<file path="src/rtl/display_serial_receiver_pkg.sv">
// display_serial_receiver_pkg: shared states, error codes and frame constants for the display link receiver.
package display_serial_receiver_pkg;
    localparam int FRAME_BITS_DEF = 16;
    localparam logic [3:0] BCD_MAX = 4'd9;
    typedef enum logic [1:0] {IDLE, SHIFT, WAIT_LATCH} state_t;
    typedef enum logic [1:0] {
        ERR_NONE    = 2'b00,
        ERR_COUNT   = 2'b01,
        ERR_BCD     = 2'b10,
        ERR_TIMEOUT = 2'b11
    } err_t;
endpackage

</file>
<file path="src/rtl/display_serial_receiver_if.sv">
// display_serial_receiver_if: serial display link pins plus the decoded word and status it produces.
interface display_serial_receiver_if #(
    parameter int FRAME_BITS = 16
);
    logic                  value_signal;
    logic                  data_clock_signal;
    logic                  enable_signal;
    logic                  board_clock_signal;
    logic [FRAME_BITS-1:0] value_bcd;
    logic                  value_valid;
    logic                  frame_error;
    logic [1:0]            error_code;
    modport master (
        output value_signal, data_clock_signal, enable_signal, board_clock_signal,
        input  value_bcd, value_valid, frame_error, error_code
    );
    modport slave (
        input  value_signal, data_clock_signal, enable_signal, board_clock_signal,
        output value_bcd, value_valid, frame_error, error_code
    );
endinterface

</file>
<file path="src/rtl/display_serial_receiver_sync_edge.sv">
// display_serial_receiver_sync_edge: multi-flop synchronizer with registered level and rise/fall pulses.
module display_serial_receiver_sync_edge #(
    parameter int SYNC_STAGES = 2
) (
    input  logic clk,
    input  logic reset_in,
    input  logic pin,
    output logic level,
    output logic rise,
    output logic fall
);
    logic [SYNC_STAGES-1:0] sync_q, sync_d;
    logic level_q, level_d, rise_q, rise_d, fall_q, fall_d;
    // level_q doubles as the edge-detect history, so level and pulses share one alignment
    always_comb begin
        sync_d  = {sync_q[SYNC_STAGES-2:0], pin};
        level_d = sync_q[SYNC_STAGES-1];
        rise_d  = level_d & ~level_q;
        fall_d  = ~level_d & level_q;
    end
    always_ff @(posedge clk or negedge reset_in) begin
        if (!reset_in) begin
            sync_q  <= '0;
            level_q <= 1'b0;
            rise_q  <= 1'b0;
            fall_q  <= 1'b0;
        end else begin
            sync_q  <= sync_d;
            level_q <= level_d;
            rise_q  <= rise_d;
            fall_q  <= fall_d;
        end
    end
    assign level = level_q;
    assign rise  = rise_q;
    assign fall  = fall_q;
endmodule

</file>
<file path="src/rtl/display_serial_receiver.sv">
// display_serial_receiver: deserializes the display link and publishes only validated BCD words.
module display_serial_receiver
    import display_serial_receiver_pkg::*;
#(
    parameter int FRAME_BITS     = FRAME_BITS_DEF,
    parameter int SYNC_STAGES    = 2,
    parameter int TIMEOUT_CYCLES = 4096
) (
    input logic clk,
    input logic reset_in,
    display_serial_receiver_if.slave link
);
    localparam int CW = $clog2(FRAME_BITS + 2);
    localparam int TW = $clog2(TIMEOUT_CYCLES + 1);
    logic [3:0] pins, level, rise, fall;
    logic unused_sync;
    logic dclk_rise, en_rise, en_fall, latch_rise, bit_in, timeout, bad_bcd;
    state_t state_q, state_d;
    err_t ecode_q, ecode_d;
    logic [CW-1:0] cnt_q, cnt_d;
    logic [TW-1:0] tmr_q, tmr_d;
    logic [FRAME_BITS-1:0] shift_q, shift_d, bcd_q, bcd_d;
    logic valid_q, valid_d, ferr_q, ferr_d;
    assign pins = {link.board_clock_signal, link.enable_signal, link.data_clock_signal, link.value_signal};
    for (genvar g = 0; g < 4; g++) begin : g_sync
        display_serial_receiver_sync_edge #(.SYNC_STAGES(SYNC_STAGES)) u_sync (
            .clk(clk), .reset_in(reset_in), .pin(pins[g]),
            .level(level[g]), .rise(rise[g]), .fall(fall[g])
        );
    end
    assign bit_in      = level[0];
    assign dclk_rise   = rise[1];
    assign en_rise     = rise[2];
    assign en_fall     = fall[2];
    assign latch_rise  = rise[3];
    assign unused_sync = ^{level[3:1], rise[0], fall[3], fall[1:0]};
    always_comb begin
        bad_bcd = 1'b0;
        for (int i = 0; i < FRAME_BITS / 4; i++) bad_bcd = bad_bcd | (shift_q[4*i +: 4] > BCD_MAX);
    end
    always_comb begin
        state_d = state_q;
        cnt_d   = cnt_q;
        shift_d = shift_q;
        tmr_d   = tmr_q;
        bcd_d   = bcd_q;
        ecode_d = ecode_q;
        valid_d = 1'b0;
        ferr_d  = 1'b0;
        timeout = !dclk_rise && tmr_q == TW'(TIMEOUT_CYCLES - 1);
        if (state_q != IDLE) tmr_d = dclk_rise ? '0 : tmr_q + TW'(1);
        case (state_q)
            IDLE: if (en_rise) begin
                state_d = SHIFT;
                cnt_d   = '0;
                shift_d = '0;
                tmr_d   = '0;
            end
            SHIFT: begin
                // a bit arriving with the enable fall is still taken before leaving
                if (dclk_rise) begin
                    shift_d = {shift_q[FRAME_BITS-2:0], bit_in};
                    cnt_d   = cnt_q == CW'(FRAME_BITS + 1) ? cnt_q : cnt_q + CW'(1);
                end
                if (en_fall) state_d = WAIT_LATCH;
                else if (timeout) begin
                    state_d = IDLE;
                    ferr_d  = 1'b1;
                    ecode_d = ERR_TIMEOUT;
                end
            end
            WAIT_LATCH: begin
                if (en_rise) begin
                    state_d = SHIFT;
                    cnt_d   = '0;
                    shift_d = '0;
                    tmr_d   = '0;
                end else if (latch_rise) begin
                    state_d = IDLE;
                    if (cnt_q != CW'(FRAME_BITS)) begin
                        ferr_d  = 1'b1;
                        ecode_d = ERR_COUNT;
                    end else if (bad_bcd) begin
                        ferr_d  = 1'b1;
                        ecode_d = ERR_BCD;
                    end else begin
                        bcd_d   = shift_q;
                        valid_d = 1'b1;
                    end
                end else if (timeout) begin
                    state_d = IDLE;
                    ferr_d  = 1'b1;
                    ecode_d = ERR_TIMEOUT;
                end
            end
            default: state_d = IDLE;
        endcase
    end
    always_ff @(posedge clk or negedge reset_in) begin
        if (!reset_in) begin
            state_q <= IDLE;
            cnt_q   <= '0;
            shift_q <= '0;
            tmr_q   <= '0;
            bcd_q   <= '0;
            ecode_q <= ERR_NONE;
            valid_q <= 1'b0;
            ferr_q  <= 1'b0;
        end else begin
            state_q <= state_d;
            cnt_q   <= cnt_d;
            shift_q <= shift_d;
            tmr_q   <= tmr_d;
            bcd_q   <= bcd_d;
            ecode_q <= ecode_d;
            valid_q <= valid_d;
            ferr_q  <= ferr_d;
        end
    end
    assign link.value_bcd   = bcd_q;
    assign link.value_valid = valid_q;
    assign link.frame_error = ferr_q;
    assign link.error_code  = ecode_q;
endmodule

</file>
<file path="src/flat_wrapper.sv">
// flat-port wrapper written by rule: the top's interface ports become plain ports
module display_serial_receiver_flat import display_serial_receiver_pkg::*;
#(
    parameter int FRAME_BITS     = FRAME_BITS_DEF,
    parameter int SYNC_STAGES    = 2,
    parameter int TIMEOUT_CYCLES = 4096
)
  (clk, reset_in, link_value_signal, link_data_clock_signal, link_enable_signal, link_board_clock_signal, link_value_bcd, link_value_valid, link_frame_error, link_error_code);
  display_serial_receiver_if #(.FRAME_BITS(FRAME_BITS)) link_i ();
  input logic clk;
  input logic reset_in;
  input wire logic [$bits(link_i.value_signal)-1:0] link_value_signal;
  input wire logic [$bits(link_i.data_clock_signal)-1:0] link_data_clock_signal;
  input wire logic [$bits(link_i.enable_signal)-1:0] link_enable_signal;
  input wire logic [$bits(link_i.board_clock_signal)-1:0] link_board_clock_signal;
  output wire logic [$bits(link_i.value_bcd)-1:0] link_value_bcd;
  output wire logic [$bits(link_i.value_valid)-1:0] link_value_valid;
  output wire logic [$bits(link_i.frame_error)-1:0] link_frame_error;
  output wire logic [$bits(link_i.error_code)-1:0] link_error_code;
  assign link_i.value_signal = link_value_signal;
  assign link_i.data_clock_signal = link_data_clock_signal;
  assign link_i.enable_signal = link_enable_signal;
  assign link_i.board_clock_signal = link_board_clock_signal;
  assign link_value_bcd = link_i.value_bcd;
  assign link_value_valid = link_i.value_valid;
  assign link_frame_error = link_i.frame_error;
  assign link_error_code = link_i.error_code;
  display_serial_receiver #(.FRAME_BITS(FRAME_BITS), .SYNC_STAGES(SYNC_STAGES), .TIMEOUT_CYCLES(TIMEOUT_CYCLES)) u_core (.clk(clk), .reset_in(reset_in), .link(link_i));
endmodule
</file>
<file path="config.mk">
export PLATFORM = sky130hd
export DESIGN_NAME = display_serial_receiver_flat
export DESIGN_NICKNAME = d
export VERILOG_FILES = /design/src/rtl/display_serial_receiver_pkg.sv /design/src/rtl/display_serial_receiver_if.sv /design/src/rtl/display_serial_receiver_sync_edge.sv /design/src/rtl/display_serial_receiver.sv /design/src/flat_wrapper.sv
export SDC_FILE = /design/constraint.sdc
export NUM_CORES = 1
export LEC_CHECK = 0
export CAP_MARGIN = 20
export CORE_MARGIN = 2
export CORE_UTILIZATION = 60
export CTS_CLUSTER_SIZE = 28
export DETAILED_ROUTE_END_ITERATION = 10
export PLACE_DENSITY = 0.82
export SYNTH_ARGS = -nofsm -noshare
export SYNTH_HDL_FRONTEND = slang
export SYNTH_HIERARCHICAL = 1
export SYNTH_SLANG_ARGS = --single-unit
export TNS_END_PERCENT = 100
</file>
<file path="constraint.sdc">
create_clock -name clk -period 3.55 [get_ports clk]
set_clock_uncertainty 0.15 [all_clocks]
set_input_delay 1.065 -clock clk [delete_from_list [all_inputs] [get_ports clk]]
set_output_delay 1.065 -clock clk [all_outputs]
set_load 0.02 [all_outputs]
</file>
Word-level counts from Yosys, hierarchy flattened
Cells that the tools add are included.
{ "op_classes": {"bitwise": 14, "shifts": 0, "mux": 36, "n_addsub": 2, "reduce_logical": 11, "n_eq_ne": 12, "n_mul": 0, "order_cmp": 4, "div": 0} }
{ "ops": {"columns": ["op", "count"], "rows": [
  ["$mux W13", 4],
  ["$mux W16", 2],
  ["$pmux W16 S2", 1],
  ["$mux W2", 11],
  ["$gt A4 B4 Y1 const B", 4],
  ["$mux W5", 3],
  ["$add A13 B1 Y13 const B", 1],
  ["$eq A13 B12 Y1 const B", 1],
  ["$mux W1", 11],
  ["$ne A2 B2 Y1 const B", 5],
  ["$pmux W5 S2", 1],
  ["$reduce_and A4 Y1", 2],
  ["$not A1 Y1", 7],
  ["$pmux W2 S3", 1],
  ["$reduce_bool A2 Y1", 3],
  ["$add A5 B1 Y5 const B", 1],
  ["$eq A5 B5 Y1 const B", 1],
  ["$ne A5 B5 Y1 const B", 1],
  ["$reduce_and A5 Y1", 1],
  ["$and A1 B1 Y1", 4],
  ["$ne A4 B2 Y1 const B", 1],
  ["$pmux W2 S2", 1],
  ["$or A1 B1 Y1", 3],
  ["$reduce_and A3 Y1", 1],
  ["other kinds (8)", 8]
]} }
{ "totals": {"latchBits": 0, "elab_cells": 99, "out_inout_bits": 20, "memories": 0, "ff_bits": 72, "ramBits": 0, "rom_bits": 0, "input_bits": 6} }

Logic depth before layout (Yosys ltp)
{ "depth": {"depth_word": 9, "ltp_mapped": 8} }

Modules after synthesis
The synthesis kept the hierarchy.
{ "by_module_without_submodules": {"columns": ["mod", "cells_each", "seq_area_each_um2", "n_inst", "area_each_um2"], "rows": [
  ["display_serial_receiver", 236, 1401.3, 1, 2647.5],
  ["display_serial_receiver_sync_edge", 7, 125.1, 4, 140.1]
]} }

Worst setup path before layout
OpenSTA, ideal clock, no wires.
{ "synth_path": {"path_kind": "register to register", "startpoint": "reg u_core.state_q[0]", "endpoint": "reg u_core.ecode_q[1], in the netlist u_core/link.error_code[1]", "n_path_buf": 0, "path_stages_with_launch": 8, "arrival_ps": 1824, "setup_time_ps": 120, "t_required_ps": 3280, "path_slack_ps": 1456, "cell_sequence": "dfrtp_1 > inv_1 > ha_1 > a21bo_2 > or3_1 > nand2b_1 > and2_0 > a31o_2"} }
{ "synth_between": {"elab_chain_len": 3, "word_cells_on_any_way": 8} }
{ "synth_rtl": {"columns": ["element", "line_no", "text"], "rows": [
  ["start: declaration", "display_serial_receiver.sv:18", "state_t state_q, state_d;"],
  ["start signal: assignment", "display_serial_receiver.sv:110", "state_q <= state_d;"],
  ["$eq A2 B2 Y1 / $eq A2 B1 Y1 (equally long branches)", "display_serial_receiver.sv:52", "case (state_q)"],
  ["$ne A4 B2 Y1 (no line), or another cell as far along", null, null],
  ["$reduce_and A4 Y1 (no line)", null, null],
  ["end signal: assignment", "display_serial_receiver.sv:115", "ecode_q <= ecode_d;"],
  ["end: declaration", "display_serial_receiver.sv:19", "err_t ecode_q, ecode_d;"]
]} }
Parallel ways exist; a longest one is shown, timed or not.
A chain may end at the register's enable or synchronous reset.

Final worst setup path
{ "layout_path": {"startpoint": "reg u_core.state_q[1]", "endpoint": "reg u_core.shift_q[12]"} }
{ "layout_between": {"elab_chain_len": 4, "word_cells_on_any_way": 9} }
{ "layout_rtl": {"columns": ["element", "line_no", "text"], "rows": [
  ["$eq A2 B2 Y1 / $logic_not A2 Y1 (equally long branches)", "display_serial_receiver.sv:52", null],
  ["$reduce_or A2 Y1 (no line)", null, null],
  ["$ne A2 B1 Y1 (no line) / $reduce_bool A2 Y1 (equally long branches)", null, null],
  ["$reduce_and A3 Y1 (no line)", null, null],
  ["end signal: assignment", "display_serial_receiver.sv:112", "shift_q <= shift_d;"],
  ["end: declaration", "display_serial_receiver.sv:22", "logic [FRAME_BITS-1:0] shift_q, shift_d, bcd_q, bcd_d;"]
]} }
Parallel ways exist; a longest one is shown, timed or not.

==> impl_metrics.json <==
{
  "finalCriticalPeriod_ps": 2600,
  "seqPwrFrac_pct": 44.9,
  "cts_setup_buffers": 0,
  "drt_iter0_markers": 142,
  "crit_path_end_kind": "flip-flop",
  "grt_max_degree": 30,
  "drc": 0,
  "layout.nets": 304,
  "synthToLayoutAreaGrowth_pct": 18.7,
  "gp_congestion": 0.825,
  "slew_headroom_pct": 32.3,
  "status": "finished, final reports clean",
  "cp.arrival_ps": 2730,
  "setup_viol": 0,
  "grt_pass1_wl_mm": 9.43,
  "final_cell_count_no_fill": 364,
  "ant_nets": 0,
  "post-place-cells": 348,
  "path_clk_slew_ps": 70,
  "rsz0062_at_grt": "false",
  "finalWorstSetupSlack_ps": 947,
  "synth_fp_nets": 271,
  "drive_above_1_share_pct": 16.7,
  "cts_tree": "built",
  "yosysWarnings": 6,
  "cts-buffers-inserted": 9,
  "detail_route.wl_per_cell_um": 15.1,
  "crit_fanout": 16,
  "synth_area_per_cell_sq_um": 12.0,
  "htreeDepth": 3,
  "syn_inst": 256,
  "gr-total-overflow": 0,
  "share_comb_of_total_power_pct": 21.0,
  "required_ps": 3680,
  "die-area_sq_mm": 0.00571,
  "tightestPinTransition_ps": 1010,
  "track_usage_pct": 22.7,
  "cts_root_buffer": "clkbuf_8",
  "numPortBuffers": 25,
  "post-route-period-util_pct": 73.3,
  "antenna_found_initial": 0,
  "p_per_area_mw_per_mm2": 629,
  "vias": 2029,
  "clkSinkCount": 72,
  "row_count": 26,
  "die_h_um": 75.6,
  "start_kind": "flip-flop",
  "syn_area_sq_mm": 0.00308,
  "hold_class": "reg2reg",
  "postCtsHoldBufs": 0,
  "swShare_pct": 30.3,
  "final_util_pct": 72.9,
  "switchingPower_mw": 0.695,
  "routed_via_density": 5.57,
  "fmax_mhz": 384,
  "post-route-cell-area_sq_mm": 0.00365,
  "power.ir.vdd_worst_v": 0.000403,
  "first_pass_iters": 4,
  "postPlaceCellArea_sq_mm": 0.00341,
  "pwr-share-clk_pct": 34.1,
  "die_width_um": 75.6,
  "cts_buffer_depth": 2,
  "r2r_slack_ps": 950,
  "dp_hpwl_mm": 3.72,
  "first_global_vias": 1971,
  "p_leak_nw": 1.69,
  "io_pins": 26,
  "hold_violations": 0,
  "initial_core_util_pct": 61.4,
  "wl_mm": 5.51,
  "cts_resized": 0,
  "internal_power_mw": 1.60,
  "clock_latency_ps": 350,
  "slew_violations": 0,
  "fin_tns_setup_ps": 0,
  "pre_cts_ws_ps": 985,
  "crit_type": "reg2reg",
  "max_cap_viol_count": 0,
  "n_antenna_cell": 0,
  "core_area_sq_mm": 0.00501
}
[sequential cells by signal (all words and copies together), names as in the netlist]
name                         flops
u_core/link.value_bcd           16
u_core/shift_q                  16
u_core/tmr_q                    13
u_core/g_sync.u_sync/sync_q      8
u_core/cnt_q                     5
u_core/g_sync.u_sync/level       4
u_core/g_sync.u_sync/rise        3
u_core/link.error_code           2
u_core/state_q                   2
u_core/g_sync.u_sync/fall        1
u_core/link.frame_error          1
u_core/link.value_valid          1
[area by class of cell]
| class | instances | area (sq um) |
|---|---|---|
| Clock inverter | 5 | 104 |
| Sequential cell | 72 | 1800 |
| Inverter | 9 | 33.8 |
| Clock buffer | 11 | 141 |
| Tap cell | 70 | 87.6 |
| Fill cell | 380 | 1360 |
| Timing Repair Buffer | 29 | 275 |
| Multi-Input combinational cell | 168 | 1210 |
[cells in the final DEF, fill, tap and decap left out, drive strengths merged, types with 3 or more instances in the layout]
master          n
nor2b           6
nand3          12
xnor2           6
nor2           24
ha              9
mux2           16
nand2          18
nand2b          4
dfrtp          72
a22o           16
o21ai          15
a21oi           3
clkbuf         11
bufinv          3
or3             4
xor2            5
nor3            3
buf             5
inv             9
clkdlybuf4s50  24
[power groups by stage]
stage / clock [mW] / combinational (mW) / sequential (mW)
floorplan: 0 / 0.353 / 1.02
global placement: 0 / 0.468 / 1.04
detailed placement: 0 / 0.480 / 1.04
CTS: 0.797 / 0.483 / 1.03
global route: 0.832 / 0.547 / 1.05
finish: 0.783 / 0.482 / 1.03
[worst paths after layout]
| path | start | to | depth (start not counted) |
|---|---|---|---|
| setup / recovery | u_core/state_q[1]$_DFFE_PN0P_ | u_core/shift_q[12]$_DFFE_PN0P_ | 5 |
| hold / removal | u_core/g_sync[1].u_sync/sync_q[0]$_DFF_PN0_ | u_core/g_sync[1].u_sync/sync_q[1]$_DFF_PN0_ | 0 |
| setup reg to reg | u_core/state_q[1]$_DFFE_PN0P_ | u_core/shift_q[12]$_DFFE_PN0P_ | 5 |
| hold reg to reg | u_core/g_sync[1].u_sync/sync_q[0]$_DFF_PN0_ | u_core/g_sync[1].u_sync/sync_q[1]$_DFF_PN0_ | 0 |
| max in group asynchronous | reset_in | u_core/link.value_bcd[9]$_DFFE_PN0P_ | 2 |
| min in group asynchronous | reset_in | u_core/tmr_q[9]$_DFF_PN0_ | 1 |
[layer usage]
layer	part of all wire, %	GRT usage, %	wire length, um	up-vias
met2	48	33.9	2620	47
met4	1.5	10.5	85	0
li1	-	-	-	966
met3	5.2	5.95	289	10
met1	46	31.3	2510	1006
met5	0	0	0	-
[critical path, cell delays in order (launching register included)]
cell     delay, ps
dfrtp_1        460
inv_1          110
ha_1           350
or2_1          370
nor3_2         830
a22o_1         250
[per-stage QoR]
stage	hold WS, ps	power (mW)
finish	202	2.30
global route	211	2.42
CTS	201	2.31
detailed placement	189	1.52
global placement	182	1.50
floorplan	181	1.37
(Power assumes the default switching activity.)
